==> config.mk <==
export PLATFORM = sky130hd
export DESIGN_NAME = io_dmem_responder_flat
export DESIGN_NICKNAME = d
export VERILOG_FILES = /design/src/rtl/io_dmem_responder_if.sv /design/src/rtl/io_dmem_responder.sv /design/src/flat_wrapper.sv
export SDC_FILE = /design/constraint.sdc
export NUM_CORES = 1
export LEC_CHECK = 0
export BUFFER_PORTS_ARGS = -buffer_cell sky130_fd_sc_hd__buf_2
export CAP_MARGIN = 20
export CORE_ASPECT_RATIO = 0.6
export CORE_MARGIN = 4
export CORE_UTILIZATION = 50
export DETAILED_ROUTE_END_ITERATION = 16
export PLACE_DENSITY = 0.79
export SYNTH_ARGS = -nofsm -noshare
export SYNTH_HDL_FRONTEND = slang
export SYNTH_SLANG_ARGS = --single-unit
==> constraint.sdc <==
create_clock -name clk -period 7.1 [get_ports clk]
set_clock_uncertainty 0.15 [all_clocks]
set_input_delay 2.13 -clock clk [delete_from_list [all_inputs] [get_ports clk]]
set_output_delay 2.13 -clock clk [all_outputs]
set_load 0.03 [all_outputs]
==> src/rtl/io_dmem_responder_if.sv <==
// Accelerator-side channels of the DMem responder: read request, read data,
// write request, write data and write status.
//
// Handshake rule for every channel: a transfer happens on the rising clock
// edge where valid and ready are both 1; the payload is sampled on that edge.
// A source holds valid and payload stable until the transfer completes.
interface io_dmem_responder_if #(
    parameter int AWIDTH = 32,
    parameter int DWIDTH = 32
);
    logic [AWIDTH-1:0] req_read_addr;
    logic              req_read_addr_valid;
    logic              req_read_addr_ready;
    logic [31:0]       req_read_len;
    logic [DWIDTH-1:0] resp_read_data;
    logic              resp_read_data_valid;
    logic              resp_read_data_ready;
    logic [AWIDTH-1:0] req_write_addr;
    logic              req_write_addr_valid;
    logic              req_write_addr_ready;
    logic [31:0]       req_write_len;
    logic [DWIDTH-1:0] req_write_data;
    logic              req_write_data_valid;
    logic              req_write_data_ready;
    logic              resp_write_status;
    logic              resp_write_status_valid;
    logic              resp_write_status_ready;

    // Responder side (the DMem server)
    modport slave (
        input  req_read_addr, req_read_addr_valid, req_read_len,
        output req_read_addr_ready,
        output resp_read_data, resp_read_data_valid,
        input  resp_read_data_ready,
        input  req_write_addr, req_write_addr_valid, req_write_len,
        output req_write_addr_ready,
        input  req_write_data, req_write_data_valid,
        output req_write_data_ready,
        output resp_write_status, resp_write_status_valid,
        input  resp_write_status_ready
    );

    // Requester side (the accelerator)
    modport master (
        output req_read_addr, req_read_addr_valid, req_read_len,
        input  req_read_addr_ready,
        input  resp_read_data, resp_read_data_valid,
        output resp_read_data_ready,
        output req_write_addr, req_write_addr_valid, req_write_len,
        input  req_write_addr_ready,
        output req_write_data, req_write_data_valid,
        input  req_write_data_ready,
        input  resp_write_status, resp_write_status_valid,
        output resp_write_status_ready
    );
endinterface

==> src/rtl/io_dmem_responder.sv <==
// Serves accelerator read/write bursts against a single-port, synchronous-read
// DMem, one burst at a time. Read data passes through a 2-entry FIFO so the
// one-cycle DMem latency never loses a beat under backpressure.
module io_dmem_responder #(
    parameter int AWIDTH     = 32,
    parameter int DWIDTH     = 32,
    parameter int MEM_AWIDTH = 14
) (
    input  logic                  clk,
    input  logic                  rst,        // asynchronous, active low
    io_dmem_responder_if.slave    bus,
    output logic [MEM_AWIDTH-1:0] dmem_addr,
    output logic                  dmem_en,
    output logic [DWIDTH/8-1:0]   dmem_we,
    output logic [DWIDTH-1:0]     dmem_din,
    input  logic [DWIDTH-1:0]     dmem_dout,
    output logic                  idle,
    output logic [1:0]            state_dbg
);
    localparam logic [1:0] S_IDLE  = 2'd0;
    localparam logic [1:0] S_RD    = 2'd1;
    localparam logic [1:0] S_WR    = 2'd2;
    localparam logic [1:0] S_WRESP = 2'd3;

    logic [1:0]        state_q, state_d;
    logic [AWIDTH-1:0] addr_q, addr_d;
    logic [31:0]       len_q, len_d;
    logic [31:0]       cnt_q, cnt_d;      // beats issued (read) or accepted (write)
    logic              rdy_en_q;          // keeps request readies low while in reset
    logic              inflight_q;        // a DMem read was issued last cycle
    logic [DWIDTH-1:0] fifo_q [2];
    logic              wr_ptr_q, rd_ptr_q;
    logic [1:0]        count_q, count_d;

    logic       aw_hs, ar_hs, w_hs, rd_pop, rd_issue;
    logic [2:0] rd_occ;

    // Request acceptance: write has fixed priority over read in IDLE
    assign bus.req_write_addr_ready = rdy_en_q && (state_q == S_IDLE);
    assign bus.req_read_addr_ready  = rdy_en_q && (state_q == S_IDLE) && !bus.req_write_addr_valid;
    assign aw_hs = bus.req_write_addr_valid && bus.req_write_addr_ready;
    assign ar_hs = bus.req_read_addr_valid && bus.req_read_addr_ready;

    // Read path: FIFO head drives the data channel
    assign bus.resp_read_data_valid = (count_q != 2'd0);
    assign bus.resp_read_data       = fifo_q[rd_ptr_q];
    assign rd_pop = bus.resp_read_data_valid && bus.resp_read_data_ready;

    // Occupancy after this cycle's pop plus the read already in flight; a new
    // read is issued only if its data is guaranteed a FIFO slot on return.
    assign rd_occ   = {1'b0, count_q} - {2'b00, rd_pop} + {2'b00, inflight_q};
    assign rd_issue = (state_q == S_RD) && (cnt_q != len_q) && (rd_occ < 3'd2);
    assign count_d  = count_q + {1'b0, inflight_q} - {1'b0, rd_pop};

    // Write path and status
    assign bus.req_write_data_ready    = (state_q == S_WR);
    assign w_hs = bus.req_write_data_valid && bus.req_write_data_ready;
    assign bus.resp_write_status_valid = (state_q == S_WRESP);
    assign bus.resp_write_status       = (state_q == S_WRESP);

    // DMem port: write beats pass straight through in the handshake cycle
    assign dmem_en   = rd_issue || w_hs;
    assign dmem_we   = w_hs ? {(DWIDTH/8){1'b1}} : {(DWIDTH/8){1'b0}};
    assign dmem_addr = dmem_en ? addr_q[MEM_AWIDTH-1:0] : {MEM_AWIDTH{1'b0}};
    assign dmem_din  = w_hs ? bus.req_write_data : {DWIDTH{1'b0}};

    assign idle      = (state_q == S_IDLE) && (count_q == 2'd0) && !inflight_q;
    assign state_dbg = state_q;

    // Next-state, burst address and beat counter
    always_comb begin
        state_d = state_q;
        addr_d  = addr_q;
        len_d   = len_q;
        cnt_d   = cnt_q;
        case (state_q)
            S_IDLE: begin
                if (aw_hs) begin
                    addr_d  = bus.req_write_addr;
                    len_d   = (bus.req_write_len == 32'd0) ? 32'd1 : bus.req_write_len;
                    cnt_d   = 32'd0;
                    state_d = S_WR;
                end else if (ar_hs) begin
                    addr_d  = bus.req_read_addr;
                    len_d   = (bus.req_read_len == 32'd0) ? 32'd1 : bus.req_read_len;
                    cnt_d   = 32'd0;
                    state_d = S_RD;
                end
            end
            S_RD: begin
                if (rd_issue) begin
                    addr_d = addr_q + 1'b1;
                    cnt_d  = cnt_q + 32'd1;
                end
                // Leave as the last beat is handed over
                if ((cnt_q == len_q) && !inflight_q && (count_d == 2'd0)) begin
                    state_d = S_IDLE;
                end
            end
            S_WR: begin
                if (w_hs) begin
                    addr_d = addr_q + 1'b1;
                    cnt_d  = cnt_q + 32'd1;
                    if (cnt_q + 32'd1 == len_q) begin
                        state_d = S_WRESP;
                    end
                end
            end
            default: begin
                if (bus.resp_write_status_ready) begin
                    state_d = S_IDLE;
                end
            end
        endcase
    end

    // Control registers
    always_ff @(posedge clk or negedge rst) begin
        if (!rst) begin
            state_q    <= S_IDLE;
            addr_q     <= '0;
            len_q      <= '0;
            cnt_q      <= '0;
            rdy_en_q   <= 1'b0;
            inflight_q <= 1'b0;
        end else begin
            state_q    <= state_d;
            addr_q     <= addr_d;
            len_q      <= len_d;
            cnt_q      <= cnt_d;
            rdy_en_q   <= 1'b1;
            inflight_q <= rd_issue;
        end
    end

    // Read-data FIFO: captures DMem output the cycle after each issued read
    always_ff @(posedge clk or negedge rst) begin
        if (!rst) begin
            fifo_q[0] <= '0;
            fifo_q[1] <= '0;
            wr_ptr_q  <= 1'b0;
            rd_ptr_q  <= 1'b0;
            count_q   <= 2'd0;
        end else begin
            if (inflight_q) begin
                fifo_q[wr_ptr_q] <= dmem_dout;
                wr_ptr_q         <= ~wr_ptr_q;
            end
            if (rd_pop) begin
                rd_ptr_q <= ~rd_ptr_q;
            end
            count_q <= count_d;
        end
    end
endmodule

==> src/flat_wrapper.sv <==
// flat-port wrapper written by rule: the top's interface ports become plain ports
module io_dmem_responder_flat 
#(
    parameter int AWIDTH     = 32,
    parameter int DWIDTH     = 32,
    parameter int MEM_AWIDTH = 14
)
  (clk, rst, dmem_addr, dmem_en, dmem_we, dmem_din, dmem_dout, idle, state_dbg, bus_req_read_addr, bus_req_read_addr_valid, bus_req_read_len, bus_req_read_addr_ready, bus_resp_read_data, bus_resp_read_data_valid, bus_resp_read_data_ready, bus_req_write_addr, bus_req_write_addr_valid, bus_req_write_len, bus_req_write_addr_ready, bus_req_write_data, bus_req_write_data_valid, bus_req_write_data_ready, bus_resp_write_status, bus_resp_write_status_valid, bus_resp_write_status_ready);
  io_dmem_responder_if #(.AWIDTH(AWIDTH), .DWIDTH(DWIDTH)) bus_i ();
  input  logic clk;
  input  logic rst;
  output logic [MEM_AWIDTH-1:0] dmem_addr;
  output logic dmem_en;
  output logic [DWIDTH/8-1:0] dmem_we;
  output logic [DWIDTH-1:0] dmem_din;
  input  logic [DWIDTH-1:0] dmem_dout;
  output logic idle;
  output logic [1:0] state_dbg;
  input wire logic [$bits(bus_i.req_read_addr)-1:0] bus_req_read_addr;
  input wire logic [$bits(bus_i.req_read_addr_valid)-1:0] bus_req_read_addr_valid;
  input wire logic [$bits(bus_i.req_read_len)-1:0] bus_req_read_len;
  output wire logic [$bits(bus_i.req_read_addr_ready)-1:0] bus_req_read_addr_ready;
  output wire logic [$bits(bus_i.resp_read_data)-1:0] bus_resp_read_data;
  output wire logic [$bits(bus_i.resp_read_data_valid)-1:0] bus_resp_read_data_valid;
  input wire logic [$bits(bus_i.resp_read_data_ready)-1:0] bus_resp_read_data_ready;
  input wire logic [$bits(bus_i.req_write_addr)-1:0] bus_req_write_addr;
  input wire logic [$bits(bus_i.req_write_addr_valid)-1:0] bus_req_write_addr_valid;
  input wire logic [$bits(bus_i.req_write_len)-1:0] bus_req_write_len;
  output wire logic [$bits(bus_i.req_write_addr_ready)-1:0] bus_req_write_addr_ready;
  input wire logic [$bits(bus_i.req_write_data)-1:0] bus_req_write_data;
  input wire logic [$bits(bus_i.req_write_data_valid)-1:0] bus_req_write_data_valid;
  output wire logic [$bits(bus_i.req_write_data_ready)-1:0] bus_req_write_data_ready;
  output wire logic [$bits(bus_i.resp_write_status)-1:0] bus_resp_write_status;
  output wire logic [$bits(bus_i.resp_write_status_valid)-1:0] bus_resp_write_status_valid;
  input wire logic [$bits(bus_i.resp_write_status_ready)-1:0] bus_resp_write_status_ready;
  assign bus_i.req_read_addr = bus_req_read_addr;
  assign bus_i.req_read_addr_valid = bus_req_read_addr_valid;
  assign bus_i.req_read_len = bus_req_read_len;
  assign bus_req_read_addr_ready = bus_i.req_read_addr_ready;
  assign bus_resp_read_data = bus_i.resp_read_data;
  assign bus_resp_read_data_valid = bus_i.resp_read_data_valid;
  assign bus_i.resp_read_data_ready = bus_resp_read_data_ready;
  assign bus_i.req_write_addr = bus_req_write_addr;
  assign bus_i.req_write_addr_valid = bus_req_write_addr_valid;
  assign bus_i.req_write_len = bus_req_write_len;
  assign bus_req_write_addr_ready = bus_i.req_write_addr_ready;
  assign bus_i.req_write_data = bus_req_write_data;
  assign bus_i.req_write_data_valid = bus_req_write_data_valid;
  assign bus_req_write_data_ready = bus_i.req_write_data_ready;
  assign bus_resp_write_status = bus_i.resp_write_status;
  assign bus_resp_write_status_valid = bus_i.resp_write_status_valid;
  assign bus_i.resp_write_status_ready = bus_resp_write_status_ready;
  io_dmem_responder #(.AWIDTH(AWIDTH), .DWIDTH(DWIDTH), .MEM_AWIDTH(MEM_AWIDTH)) u_core (.clk(clk), .rst(rst), .bus(bus_i), .dmem_addr(dmem_addr), .dmem_en(dmem_en), .dmem_we(dmem_we), .dmem_din(dmem_din), .dmem_dout(dmem_dout), .idle(idle), .state_dbg(state_dbg));
endmodule
==> results.sh <==
export IMPL_placementRows=38
export IMPL_cp_start_kind="input port"
export IMPL_muxShareOfSynthArea_pct=12.6
export IMPL_final_setup_tns_ns=0
export IMPL_synth_top_family_by_area="simple AND/OR/NAND/NOR gates"
export IMPL_tightest_slew_ns=0.985
export IMPL_p_leak_nw=5.53
export IMPL_grt_setup_unrepaired="false"
export IMPL_finalPower_w=0.00457
export IMPL_post_route_min_period_ns=6.67
export IMPL_synthXorXnorAreaFrac_pct=5.32
export IMPL_antennaDiodeCount=0
export IMPL_antenna_found_initial=0
export IMPL_gr_usage_all_layers_pct=25.8
export IMPL_synth_common_cells="dfrtp_1 (150), mux2_2 (98), nand2_1 (74), o21ai_0 (61), nor2_1 (58)"
export IMPL_final_max_slew_viol_count=0
export IMPL_seq_power_share_pct=32.7
export IMPL_synthCells=966
export IMPL_cts_tree="yes"
export IMPL_area_growth_pct=20.8
export IMPL_worstHoldPathType="reg -> reg"
export IMPL_num_vias=8380
export IMPL_root_buffer="clkbuf_16"
export IMPL_clock_sinks=150
export IMPL_combPwrFrac_pct=47.2
export IMPL_peakVddDrop_uv=231
export IMPL_synth_adder_area_share_pct=1.30
export IMPL_synth_area_um2=9220
export IMPL_max_freq_ghz=0.150
export IMPL_status="complete, no violations"
export IMPL_cts_resized=0
export IMPL_drt_total_wl_um=27400
export IMPL_cts_buffer_depth=2
export IMPL_ant_nets=0
export IMPL_holdBufCountCts=0
export IMPL_grt_overflow=0
export IMPL_synth_sequential_area_ratio_pct=40.7
export IMPL_netlist_top_cells_area="dfrtp_1 (41%), mux2_2 (12%), xor2_1 (3.3%), o21ai_0 (3.3%), nand2_1 (3.0%)"
export IMPL_synth_top_area_share_pct=40.7
export IMPL_synth_main_ff_cell="dfrtp_1"
export IMPL_die_area_um2=20700
export IMPL_grt_pass1_vias=7891
export IMPL_cp_max_fo=15
export IMPL_hold_viol_final=0
export IMPL_power_frac_clock_pct=20.1
export IMPL_start_util_pct=51.0
export IMPL_synth_most_common_cell="dfrtp_1"
export IMPL_drcViolationCount=0
export IMPL_drtIter0Drc=736
export IMPL_core_area_um2=18100
export IMPL_clock_latency_ns=0.43
export IMPL_synth_top_area_cell="dfrtp_1"
export IMPL_cp_top_family="adder cells"
export IMPL_grt_max_degree=108
export IMPL_cp_end_kind="primary output"
export IMPL_p_sw_w=0.00201
export IMPL_power_density_nw_per_um2=410
export IMPL_syn_nets=1174
export IMPL_yosys_area_share_simple_pct=21.1
export IMPL_synth_area_per_cell_um2=9.54
export IMPL_slowest_stage="fa_1"
export IMPL_required_ns=4.82
export IMPL_synth_warnings=0
export IMPL_die_h_um=113
export IMPL_dr_pass1_iters=5
export IMPL_drive_above_1_share_pct=35.2
export IMPL_max_stage_delay_ns=0.48
export IMPL_path_class="in -> out"
export IMPL_power_share_switching_pct=44.1
export IMPL_gp_congestion=0.970
export IMPL_synth_edff_count=0
export IMPL_path_clk_slew_ns=0.06
export IMPL_die_x_um=183
export IMPL_setup_viol=0
export IMPL_slew_headroom_pct=34.4
export IMPL_crit_buf_inv=4
export IMPL_io_buffers=254
export IMPL_async_flop_share_pct=100
export IMPL_cap_violations=0
export IMPL_post_cts_buffers=0
export IMPL_io_pins=291
export IMPL_vias_per_cell=5.89
export IMPL_fill_cells=1507
export IMPL_h_tree_depth=4
export IMPL_final_nets=1377
export IMPL_synth_compound_area_share_pct=14.1
export IMPL_numCtsBuffers=17
export IMPL_final_period_utilization_pct=93.9
export IMPL_arrival_ns=4.39
export IMPL_internal_power_w=0.00255
export IMPL_synth_seq_cells=150
export IMPL_grt_pass1_wl_um=42900
export IMPL_dp_hpwl_um=20500
export IMPL_path_cells="buf_2 -> and2_1 -> ha_1 -> inv_1 -> ha_1 -> fa_1 -> nor3b_1 -> o21ai_1 -> o21ai_0 -> buf_4 -> and2_1 -> buf_2"
export IMPL_routedWlPerCell_um=19.3
export IMPL_yosys_cell_types_count=64
-- sequential cells by signal, summed over array words and instances (netlist names) --
name / count
u_core.inflight_q: 1
u_core.rdy_en_q: 1
u_core.rd_ptr_q: 1
u_core.len_q: 32
u_core.wr_ptr_q: 1
u_core.addr_q: 14
u_core.count_q: 2
u_core.state_dbg: 2
u_core.cnt_q: 32
u_core.fifo_q: 64
-- worst paths after layout --
path,slack [ns],end,cells after the start,startpoint
setup / recovery,0.43,dmem_addr[12],12,bus_resp_read_data_ready
hold / removal,0.35,u_core.fifo_q[1],1,u_core.fifo_q[1]
setup reg to reg,3.14,u_core.addr_q[5],13,u_core.count_q[1]
hold reg to reg,0.35,u_core.fifo_q[1],1,u_core.fifo_q[1]
max in group asynchronous,3.96,u_core.fifo_q[36],2,rst
min in group asynchronous,1.66,u_core.len_q[29],1,rst
-- worst reg2reg max path, delay by kind of cell, from the launching register on --
family          cells  cell delay [ns]
compound gates      4             1.07
simple gates        4             0.98
buf+inv             2             0.33
fa+ha+maj           3             0.94
flops               1             0.41
-- power by group through the flow --
stage / clock, W / sequential (W) / combinational (W)
after CTS: 0.000928 / 0.00148 / 0.00214
after floorplan: 0 / 0.00138 / 0.00162
after detailed placement: 0 / 0.00149 / 0.00212
after global routing: 0.000975 / 0.00153 / 0.00232
final: 0.000919 / 0.00149 / 0.00215
after global placement: 0 / 0.00147 / 0.00208
-- through the flow --
stage / hold slack (ns) / worst slack, ns / utilization, % / std cells / cell area, µm²
finish: 0.350 / 0.431 / 61.6 / 1422 / 11100
detailed placement: 0.339 / 0.450 / 58.2 / 1389 / 10500
global placement: 0.331 / 0.474 / 58.2 / 1389 / 10500
CTS: 0.355 / 0.435 / 61.5 / 1421 / 11100
floorplan: 0.311 / 0.312 / - / 966 / 9220
global route: 0.366 / 0.164 / 61.6 / 1422 / 11100
-- final cells by class --
type                       instances  area, µm²  area share (%)
inverter                          15       56.3           0.506
clock inverter                    14        164            1.47
sequential                       150       3750            33.7
tap                              240        300            2.70
timing repair buffer             267       1400            12.5
multi-input combinational        718       5040            45.2
clock buffer                      18        429            3.85
-- layout by cell type (no fill, tap or decap), types with 19 or more instances in the layout --
cell,instances
o21ai_0,61
and3b_1,28
a21oi_1,44
buf_2,253
nor3_1,23
nand3_1,25
xnor2_1,21
a22o_1,29
xor2_1,35
nand2_1,74
nor2_1,57
and3_1,36
and2_1,19
nor4_1,28
dfrtp_1,150
mux2_2,98
-- metal layers --
metal / GRT usage, % / wire length (µm) / vias to the layer above
li1: - / - / 3901
met1: 38.3 / 12300 / 4028
met2: 38.8 / 12200 / 401
met3: 4.79 / 2240 / 50
met4: 7.54 / 673 / 0
met5: 0 / 0 / -
-- logic make-up (layout without fill, tap and decap cells) --
| kind of cell | count (synthesis) | count (layout) |
|---|---|---|
| and+or+nand+nor | 346 | 346 |
| buffers and inverters | 98 | 314 |
| xor gates and xnor gates | 56 | 56 |
| DFF | 150 | 150 |
| AOI/OAI and AO/OA | 202 | 202 |
| other | 1 | 1 |
| adders and majority gates | 9 | 9 |
| muxes | 104 | 104 |
No activity file was read; power rests on OpenSTA's default activity.
